===== config.mk =====
export PLATFORM = sky130hd
export DESIGN_NAME = rename_stage
export DESIGN_NICKNAME = d
export VERILOG_FILES = /design/src/rtl/rename_pkg.sv /design/src/rtl/rename_map_table.sv /design/src/rtl/rename_stage.sv
export SDC_FILE = /design/constraint.sdc
export NUM_CORES = 1
export LEC_CHECK = 0
export BUFFER_PORTS_ARGS = -buffer_cell sky130_fd_sc_hd__buf_2
export CAP_MARGIN = 20
export CORE_UTILIZATION = 60
export CTS_CLUSTER_SIZE = 10
export DETAILED_ROUTE_END_ITERATION = 8
export PLACE_DENSITY_LB_ADDON = 0.1
export SYNTH_ARGS = -nofsm -noshare
export SYNTH_HDL_FRONTEND = slang
export SYNTH_SLANG_ARGS = --single-unit

===== constraint.sdc =====
create_clock -name clk -period 47.5 [get_ports clk]
set_clock_uncertainty 0.15 [all_clocks]
set_input_delay 11.875 -clock clk [delete_from_list [all_inputs] [get_ports clk]]
set_output_delay 11.875 -clock clk [all_outputs]
set_load 0.1 [all_outputs]

===== src/rtl/rename_pkg.sv =====
// Shared widths and bundle types for the two-wide rename stage and its map tables.
package rename_pkg;

    localparam int ARCH_REGS  = 32;
    localparam int PHY_REGS   = 64;
    localparam int ARCH_WIDTH = 5;
    localparam int PHY_WIDTH  = 6;
    localparam int FREE_REG   = 32;
    localparam int FREE_CNT_W = $clog2(FREE_REG) + 1;

    localparam logic [PHY_WIDTH-1:0] PHY_ZERO = '0;

    typedef struct packed {
        logic [PHY_WIDTH-1:0] rs1;
        logic [PHY_WIDTH-1:0] rs2;
        logic [PHY_WIDTH-1:0] rd;
        logic [PHY_WIDTH-1:0] rd_old;
    } rename_slot_t;

endpackage


===== src/rtl/rename_map_table.sv =====
// Architectural-to-physical map: 4 async read ports, 2 ordered write ports
// (port 1 wins on a shared address) and a whole-table bulk load.
module rename_map_table
    import rename_pkg::*;
(
    input  logic                                 clk,
    input  logic                                 rst,
    input  logic [3:0][ARCH_WIDTH-1:0]           rd_addr_i,
    output logic [3:0][PHY_WIDTH-1:0]            rd_data_o,
    input  logic [1:0]                           we_i,
    input  logic [1:0][ARCH_WIDTH-1:0]           wr_addr_i,
    input  logic [1:0][PHY_WIDTH-1:0]            wr_data_i,
    input  logic                                 load_i,
    input  logic [ARCH_REGS-1:0][PHY_WIDTH-1:0]  load_data_i,
    output logic [ARCH_REGS-1:0][PHY_WIDTH-1:0]  table_o
);

    logic [ARCH_REGS-1:0][PHY_WIDTH-1:0] map_q;

    always_ff @(posedge clk or posedge rst) begin
        if (rst) begin
            for (int i = 0; i < ARCH_REGS; i++) begin
                map_q[i] <= PHY_WIDTH'(i);
            end
        end else if (load_i) begin
            map_q <= load_data_i;
        end else begin
            // Arch 0 is hardwired to phys 0 and never rewritten.
            for (int w = 0; w < 2; w++) begin
                if (we_i[w] && wr_addr_i[w] != '0) begin
                    map_q[wr_addr_i[w]] <= wr_data_i[w];
                end
            end
        end
    end

    always_comb begin
        for (int r = 0; r < 4; r++) begin
            rd_data_o[r] = map_q[rd_addr_i[r]];
        end
    end

    assign table_o = map_q;

endmodule


===== src/rtl/rename_stage.sv =====
// Two-wide rename stage: freelist consumer, speculative front RAT, committed RAT,
// registered output bundle. Define RENAME_PERF_EN to add stall counters.
module rename_stage
    import rename_pkg::*;
(
    input  logic                  clk,
    input  logic                  rst,
    input  logic                  flush,
    input  logic [1:0]            in_valid,
    output logic                  in_ready,
    input  logic [ARCH_WIDTH-1:0] rs1_arch_0,
    input  logic [ARCH_WIDTH-1:0] rs2_arch_0,
    input  logic [ARCH_WIDTH-1:0] rd_arch_0,
    input  logic                  rd_we_0,
    input  logic [ARCH_WIDTH-1:0] rs1_arch_1,
    input  logic [ARCH_WIDTH-1:0] rs2_arch_1,
    input  logic [ARCH_WIDTH-1:0] rd_arch_1,
    input  logic                  rd_we_1,
    output logic [1:0]            alloc_req,
    input  logic [PHY_WIDTH-1:0]  alloc_phy_0,
    input  logic [PHY_WIDTH-1:0]  alloc_phy_1,
    input  logic [FREE_CNT_W-1:0] num_free,
    input  logic                  retire_valid,
    input  logic [ARCH_WIDTH-1:0] retire_rd_arch,
    input  logic [PHY_WIDTH-1:0]  retire_rd_phy_new,
    output logic [1:0]            out_valid,
    input  logic                  out_ready,
    output logic [PHY_WIDTH-1:0]  rs1_phy_0,
    output logic [PHY_WIDTH-1:0]  rs2_phy_0,
    output logic [PHY_WIDTH-1:0]  rd_phy_0,
    output logic [PHY_WIDTH-1:0]  rd_phy_old_0,
    output logic [PHY_WIDTH-1:0]  rs1_phy_1,
    output logic [PHY_WIDTH-1:0]  rs2_phy_1,
    output logic [PHY_WIDTH-1:0]  rd_phy_1,
    output logic [PHY_WIDTH-1:0]  rd_phy_old_1
`ifdef RENAME_PERF_EN
    ,
    output logic [31:0]           stall_free_cnt,
    output logic [31:0]           stall_out_cnt
`endif
);

    // Handshake: a group transfers when in_valid != 0 && in_ready; the bundle
    // transfers when out_valid != 0 && out_ready, and holds stable otherwise.
    logic                  need_0, need_1;
    logic [FREE_CNT_W-1:0] need_cnt;
    logic                  out_busy, free_ok, fire;
    logic [PHY_WIDTH-1:0]  new_0, new_1;

    logic [3:0][ARCH_WIDTH-1:0]          frat_raddr;
    logic [3:0][PHY_WIDTH-1:0]           frat_rdata;
    logic [ARCH_REGS-1:0][PHY_WIDTH-1:0] frat_tbl, crat_tbl, crat_merged;
    logic [3:0][PHY_WIDTH-1:0]           unused_crat_rd;

    rename_slot_t slot_0, slot_1;
    rename_slot_t slot0_q, slot0_d, slot1_q, slot1_d;
    logic [1:0]   out_valid_q, out_valid_d;

    assign need_0   = in_valid[0] && rd_we_0 && rd_arch_0 != '0;
    assign need_1   = in_valid[1] && rd_we_1 && rd_arch_1 != '0;
    assign need_cnt = FREE_CNT_W'(need_0) + FREE_CNT_W'(need_1);
    assign out_busy = out_valid_q != 2'b00 && !out_ready;
    assign free_ok  = num_free >= need_cnt;
    assign in_ready = !rst && !flush && !out_busy && free_ok;
    assign fire     = in_ready && in_valid != 2'b00;

    assign alloc_req = {fire && need_1, fire && need_0};
    assign new_0     = alloc_phy_0;
    assign new_1     = need_0 ? alloc_phy_1 : alloc_phy_0;

    assign frat_raddr = {rs2_arch_1, rs1_arch_1, rs2_arch_0, rs1_arch_0};

    // Flush restores from the committed map including this cycle's retirement.
    always_comb begin
        crat_merged = crat_tbl;
        if (retire_valid && retire_rd_arch != '0) begin
            crat_merged[retire_rd_arch] = retire_rd_phy_new;
        end
    end

    rename_map_table u_front_rat (
        .clk         (clk),
        .rst         (rst),
        .rd_addr_i   (frat_raddr),
        .rd_data_o   (frat_rdata),
        .we_i        ({fire && need_1, fire && need_0}),
        .wr_addr_i   ({rd_arch_1, rd_arch_0}),
        .wr_data_i   ({new_1, new_0}),
        .load_i      (flush),
        .load_data_i (crat_merged),
        .table_o     (frat_tbl)
    );

    rename_map_table u_commit_rat (
        .clk         (clk),
        .rst         (rst),
        .rd_addr_i   ('0),
        .rd_data_o   (unused_crat_rd),
        .we_i        ({1'b0, retire_valid}),
        .wr_addr_i   ({{ARCH_WIDTH{1'b0}}, retire_rd_arch}),
        .wr_data_i   ({PHY_ZERO, retire_rd_phy_new}),
        .load_i      (1'b0),
        .load_data_i ('0),
        .table_o     (crat_tbl)
    );

    // Slot 1 sees slot 0's new mapping when it touches slot 0's destination.
    always_comb begin
        slot_0 = '0;
        slot_1 = '0;
        if (in_valid[0]) begin
            slot_0.rs1 = frat_rdata[0];
            slot_0.rs2 = frat_rdata[1];
            if (need_0) begin
                slot_0.rd     = new_0;
                slot_0.rd_old = frat_tbl[rd_arch_0];
            end
        end
        if (in_valid[1]) begin
            slot_1.rs1 = (need_0 && rs1_arch_1 == rd_arch_0) ? new_0 : frat_rdata[2];
            slot_1.rs2 = (need_0 && rs2_arch_1 == rd_arch_0) ? new_0 : frat_rdata[3];
            if (need_1) begin
                slot_1.rd     = new_1;
                slot_1.rd_old = (need_0 && rd_arch_1 == rd_arch_0) ? new_0
                                                                   : frat_tbl[rd_arch_1];
            end
        end
    end

    always_comb begin
        out_valid_d = out_valid_q;
        slot0_d     = slot0_q;
        slot1_d     = slot1_q;
        if (flush) begin
            out_valid_d = 2'b00;
            slot0_d     = '0;
            slot1_d     = '0;
        end else if (fire) begin
            out_valid_d = in_valid;
            slot0_d     = slot_0;
            slot1_d     = slot_1;
        end else if (out_ready) begin
            out_valid_d = 2'b00;
        end
    end

    always_ff @(posedge clk or posedge rst) begin
        if (rst) begin
            out_valid_q <= 2'b00;
            slot0_q     <= '0;
            slot1_q     <= '0;
        end else begin
            out_valid_q <= out_valid_d;
            slot0_q     <= slot0_d;
            slot1_q     <= slot1_d;
        end
    end

    assign out_valid    = out_valid_q;
    assign rs1_phy_0    = slot0_q.rs1;
    assign rs2_phy_0    = slot0_q.rs2;
    assign rd_phy_0     = slot0_q.rd;
    assign rd_phy_old_0 = slot0_q.rd_old;
    assign rs1_phy_1    = slot1_q.rs1;
    assign rs2_phy_1    = slot1_q.rs2;
    assign rd_phy_1     = slot1_q.rd;
    assign rd_phy_old_1 = slot1_q.rd_old;

`ifdef RENAME_PERF_EN
    logic [31:0] stall_free_q, stall_free_d, stall_out_q, stall_out_d;

    always_comb begin
        stall_free_d = stall_free_q;
        stall_out_d  = stall_out_q;
        if (in_valid != 2'b00 && !flush && !out_busy && !free_ok && stall_free_q != '1) begin
            stall_free_d = stall_free_q + 32'd1;
        end
        if (in_valid != 2'b00 && !flush && out_busy && stall_out_q != '1) begin
            stall_out_d = stall_out_q + 32'd1;
        end
    end

    always_ff @(posedge clk or posedge rst) begin
        if (rst) begin
            stall_free_q <= '0;
            stall_out_q  <= '0;
        end else begin
            stall_free_q <= stall_free_d;
            stall_out_q  <= stall_out_d;
        end
    end

    assign stall_free_cnt = stall_free_q;
    assign stall_out_cnt  = stall_out_q;
`endif

endmodule


==> results_dict.tcl, run 1 <==
set metrics [dict create \
    num_rows 81 \
    dp_hpwl_um 86250 \
    drcViolationCount 0 \
    crit_chain "buf_2 -> buf_4 -> or2_2 -> o21ai_2 -> inv_2 -> ha_1 -> ha_1 -> nand2b_1 -> a211o_1 -> buf_4 -> nand2_1 -> inv_1 -> buf_2" \
    yosys.area.top_type "dfrtp_1" \
    async_flop_share_pct 100.0 \
    io_pins 121 \
    ant_nets 0 \
    endpoint_kind "primary output" \
    crit_family "buffers and inverters" \
    fin_area_sq_um 32390 \
    setup_tns_ns 0 \
    crit_buf_inv 6 \
    slew_headroom_pct 18.46 \
    vias 25690 \
    crit_arrival_ns 15.89 \
    hold_start "u_commit_rat.table_o[4]" \
    r2r-start "out_valid[1]" \
    critPathMaxStageDelay_ns 0.53 \
    cts_setup_buffers 0 \
    avgSynthCellArea_sq_um 11.79 \
    via_per_inst 7.967 \
    ctsHoldBuffers 0 \
    synth_top_area_share_pct 22.75 \
    r2r_setup_slack_ns 43.96 \
    clockRootBuffer "clkbuf_16" \
    period_share_pct 58.77 \
    core_sq_um 49250 \
    status "finished, final reports clean" \
    hold_depth 0 \
    power_density_nw_per_um2 37.71 \
    ys_seq_area_share_pct 36.71 \
    clock_sinks 434 \
    drtIter0Drc 4004 \
    min_to "u_commit_rat.table_o[4]" \
    leakage_nw 12.92 \
    gr-usage-all-layers_pct 49.70 \
    synth_area_sq_um 30130 \
    hold_violations 0 \
    reg2reg_to "u_front_rat.table_o[145]" \
    dieArea_sq_um 51120 \
    cts_tree "done" \
    ys_seq_elements 434 \
    setup_violations 0 \
    max_freq_mhz 35.82 \
    wl_per_cell_um 38.88 \
    reg2reg_depth 5 \
    clk_pin_slew_ns 0.06 \
    crit_required_ns 35.48 \
    drive_above_1_share_pct 35.42 \
    hold_path_class "reg -> reg" \
    cts_resized 0 \
    die_y_um 226.1 \
    dr.pass1.iters 7 \
    cts_buffer_depth 3 \
    overflow 0 \
    flow.area_growth_from_synthesis_pct 7.487 \
    yosysWarnings 0 \
    yosysUniqueCellTypes 78 \
    antenna_found_initial 6 \
    slew_viol_final 0 \
    cp_slowest_cell "or2_2" \
    worst_slew_pin_slew_ns 1.219 \
    netlist_instances 2556 \
    first_global_vias 24940 \
    routed_wl_um 125300 \
    ir_drop_mv 0.03506 \
    synth-edff-count 0 \
    cts_made_buffers 50 \
    cp-start-kind "primary input" \
    grt_max_degree 152 \
    final_nets 2590 \
    io_buffers 120 \
    htree_levels 2 \
    gp_congestion 1.102 \
    rsz0062_at_grt "no" \
    placed_cell_area_sq_um 30850 \
    drv_cap 0 \
    start_util_pct 61.18 \
    dieWidth_um 226.1 \
    cp_max_fo 56 \
    path_class "in -> out" \
    synth.area.top_cells "dfrtp_1, mux4_2, dfstp_2" \
    grt_pass1_wl_um 177800 \
    clkLatencyLatePin_ns 0.63 \
    syn-num-nets 2627 \
    ys.flop_type "dfrtp_1" \
    min_period_ns 27.91 \
]
## synthesized netlist by cell type, types with 43 or more instances
cell,n
mux4_2,276
mux2_2,169
dfstp_2,160
clkbuf_1,162
inv_1,48
nand2_1,67
mux2i_1,296
nor2_1,344
a21oi_1,43
buf_2,55
a211oi_1,142
dfrtp_1,274
## flip-flops by register name, indices dropped and copies added, names as in the netlist
register and flops:
out_valid 2, rd_phy_0 6, rd_phy_1 6, rd_phy_old_0 6
rd_phy_old_1 6, rs1_phy_0 6, rs1_phy_1 6, rs2_phy_0 6
rs2_phy_1 6, u_commit_rat.table_o 192, u_front_rat.table_o 192
## final cells by class
type | instances | area [sq um]
Inverter | 49 | 193.9
Clock buffer | 86 | 1408
Fill cell | 3803 | 16870
Clock inverter | 5 | 81.33
Sequential cell | 434 | 11060
Multi-Input combinational cell | 1813 | 17800
Antenna cell | 2 | 5.005
Tap cell | 664 | 830.8
Timing Repair Buffer | 171 | 1008
## worst max path at each step
stage                   endpoint  depth (start not counted)    startpoint  slack [ns]
detailed placement  alloc_req[1]                         13  rd_arch_0[1]       19.74
CTS                 alloc_req[1]                         13  rd_arch_0[1]       19.71
global placement    alloc_req[1]                         13  rd_arch_0[1]       19.82
finish              alloc_req[1]                         13  rd_arch_0[1]       19.59
floorplan               in_ready                          9  rd_arch_1[4]       19.58
global route        alloc_req[1]                         13  rd_arch_0[1]       19.48
## per-stage QoR
| step | setup slack [ns] | hold slack [ns] | total power [mW] | cells | util, % |
|---|---|---|---|---|---|
| floorplan | 19.58 | 0.2737 | 0.7155 | 2556 | - |
| global placement | 19.82 | 0.2102 | 0.8352 | 3128 | 62.64 |
| detailed placement | 19.74 | 0.2123 | 0.8452 | 3128 | 62.64 |
| CTS | 19.71 | 0.2245 | 1.200 | 3219 | 65.66 |
| global route | 19.48 | 0.2317 | 1.248 | 3222 | 65.75 |
| finish | 19.59 | 0.2241 | 1.221 | 3224 | 65.76 |
## cell families after synthesis
kind of cell	share of synthesized area (%)
multiplexers	36.78
AND/OR/NAND/NOR	10.90
AO/OA/AOI/OAI	10.72
flip-flops	36.71
adder cells (fa/ha/maj)	0.1246
XOR/XNOR	0.4360
buffers and inverters	4.335
## report_power, final
group	total [mW]	internal [mW]	switching [mW]
sequential	0.538	0.446	0.0926
clock	0.357	0.201	0.156
combinational	0.326	0.144	0.181
## cells in the final DEF (no fill, tap or decap), types with 51 or more instances in the layout
cell,count
mux2_2,169
dfstp_2,160
mux2i_1,296
buf_4,52
buf_2,118
nor2_1,344
nand2_1,67
mux4_2,276
clkbuf_16,51
dfrtp_1,274
a211oi_1,141
## routing by layer
layer	vias up	wire (um)	GRT usage, %
li1	9808	-	-
met1	12830	44050	63.61
met2	2444	51610	70.07
met3	597	19950	20.60
met4	10	9542	29.84
met5	-	192	2.248
(Power assumes the default switching activity.)
==> inputs of run 2 (changes only) <==
==> constraint.sdc (replaced) <==
create_clock -name clk -period 27.1 [get_ports clk]
set_clock_uncertainty 0.15 [all_clocks]
set_input_delay 6.775 -clock clk [delete_from_list [all_inputs] [get_ports clk]]
set_output_delay 6.775 -clock clk [all_outputs]
set_load 0.1 [all_outputs]
==> results_dict.tcl, run 2 (synthesis gave the netlist of run 1 again) <==
set metrics [dict create \
    rsz0062_at_grt "no" \
    core_sq_um 49250 \
    dieArea_sq_um 51120 \
    cts_resized 0 \
    hold_violations 0 \
    num_rows 81 \
    hold_start "u_commit_rat.table_o[5]" \
    cp-start-kind "primary input" \
    crit_required_ns 20.17 \
    dp_hpwl_um 83440 \
    combPwrFrac_pct 25.9 \
    internal-power_mw 1.429 \
    reg2reg_to "u_front_rat.table_o[147]" \
    clock_sinks 434 \
    power_density_nw_per_um2 66.96 \
    setup_violations 0 \
    clockRootBuffer "clkbuf_16" \
    wl_per_cell_um 38.27 \
    hold_path_class "reg -> reg" \
    vias 25710 \
    cts_buffer_depth 3 \
    final_common_cell "nor2_1" \
    gp_congestion 1.105 \
    final_core_util_pct 65.99 \
    clkLatencyLatePin_ns 0.62 \
    ir_drop_mv 0.06567 \
    io_pins 121 \
    clkPwrFrac_pct 30.9 \
    setup_tns_ns 0 \
    crit_buf_inv 5 \
    crit_chain "buf_2 -> buf_4 -> or2_2 -> o21ai_2 -> inv_2 -> ha_1 -> ha_1 -> nand2b_1 -> a211oi_4 -> buf_4 -> nor2_4 -> buf_2" \
    fin_area_sq_um 32500 \
    reg2reg_depth 5 \
    clk_pin_slew_ns 0.06 \
    final_nets 2590 \
    path_class "in -> out" \
    endpoint_kind "primary output" \
    first_global_vias 24750 \
    status "finished, final reports clean" \
    worst_slew_pin_slew_ns 1.264 \
    cp.depth 12 \
    io_buffers 120 \
    drcViolationCount 0 \
    leakage_nw 12.98 \
    hold_depth 0 \
    min_period_ns 17.94 \
    placed_cell_area_sq_um 30870 \
    critPathMaxStageDelay_ns 0.66 \
    drtIter0Drc 4079 \
    grt_max_degree 163 \
    overflow 0 \
    ctsHoldBuffers 0 \
    fillCellCount 3813 \
    crit_family "buffers and inverters" \
    via_per_inst 7.963 \
    cts_setup_buffers 0 \
    r2r_setup_slack_ns 23.48 \
    slew_viol_final 0 \
    htree_levels 2 \
    final_cell_mix "nor2_1, mux2i_1, mux4_2" \
    gr-usage-all-layers_pct 49.23 \
    p_sw_uw 746.9 \
    antenna_found_initial 8 \
    drive_above_1_share_pct 35.45 \
    r2r-start "out_valid[1]" \
    numPlacedInstances 3129 \
    cts_tree "done" \
    slew_headroom_pct 15.75 \
    cts_made_buffers 51 \
    drv_cap 0 \
    dr.pass1.iters 9 \
    start_util_pct 61.18 \
    ant_nets 0 \
    setup_slack_ns 9.161 \
    die_y_um 226.1 \
    crit_arrival_ns 11.01 \
    grt_pass1_wl_um 176900 \
    flow.area_growth_from_synthesis_pct 7.864 \
    max_freq_mhz 55.75 \
    seqPwrFrac_pct 43.2 \
    period_share_pct 66.19 \
    final_cells 3229 \
    min_to "u_commit_rat.table_o[5]" \
    timing.hold.ws_ns 0.2235 \
    dieWidth_um 226.1 \
    cp_slowest_cell "a211oi_4" \
    cp_max_fo 56 \
    total_power_mw 2.176 \
    p_sw_share_pct 34.32 \
    post-place-ws_ns 9.279 \
    routed_wl_um 123600 \
]
-- run 2: cell count changes in the layout (fill, tap and decap cells not counted), moves of 2 or more --
cell       before  now
buf_4          52   50
bufinv_16       0    3
clkbuf_8        0    3
diode_2         2    4
-- run 2: cell type report --
class	instances	area, sq um	share of cell area, %
Timing Repair Buffer	170	997.2	3.068
Clock inverter	5	140.1	0.4311
Multi-Input combinational cell	1813	17800	54.75
Antenna cell	4	10.01	0.03080
Inverter	49	193.9	0.5967
Clock buffer	90	1474	4.535
Tap cell	664	830.8	2.556
Sequential cell	434	11060	34.03
-- run 2: power by group through the flow --
stage                     registers [mW]  logic (mW)  clock network [mW]
final                              0.939       0.565               0.673
after global routing               0.939       0.585               0.705
after CTS                          0.922       0.543               0.678
after detailed placement           0.931       0.541                   0
after global placement             0.924       0.532                   0
after floorplan                    0.873       0.381                   0
-- run 2: worst reg2reg max path, delay by kind of cell (launching register included) --
family	cells	cell delay, ns
DFF	1	0.50
and+or+nand+nor	2	1.70
AOI/OAI and AO/OA	2	1.00
muxes	1	0.20
-- run 2: layer usage --
layer / part of all wire (%) / GRT usage (%)
met1: 35 / 62.82
met2: 41 / 68.71
met3: 15 / 20.35
met4: 8.2 / 31.45
met5: 0.29 / 3.617
-- run 2: worst max path at each step --
stage,to,from
after floorplan,out_valid[0],rst
after CTS,alloc_req[0],rd_arch_0[1]
after global routing,alloc_req[0],rd_arch_0[1]
after detailed placement,alloc_req[0],rd_arch_0[1]
after global placement,alloc_req[0],rd_arch_0[1]
final,alloc_req[0],rd_arch_0[1]
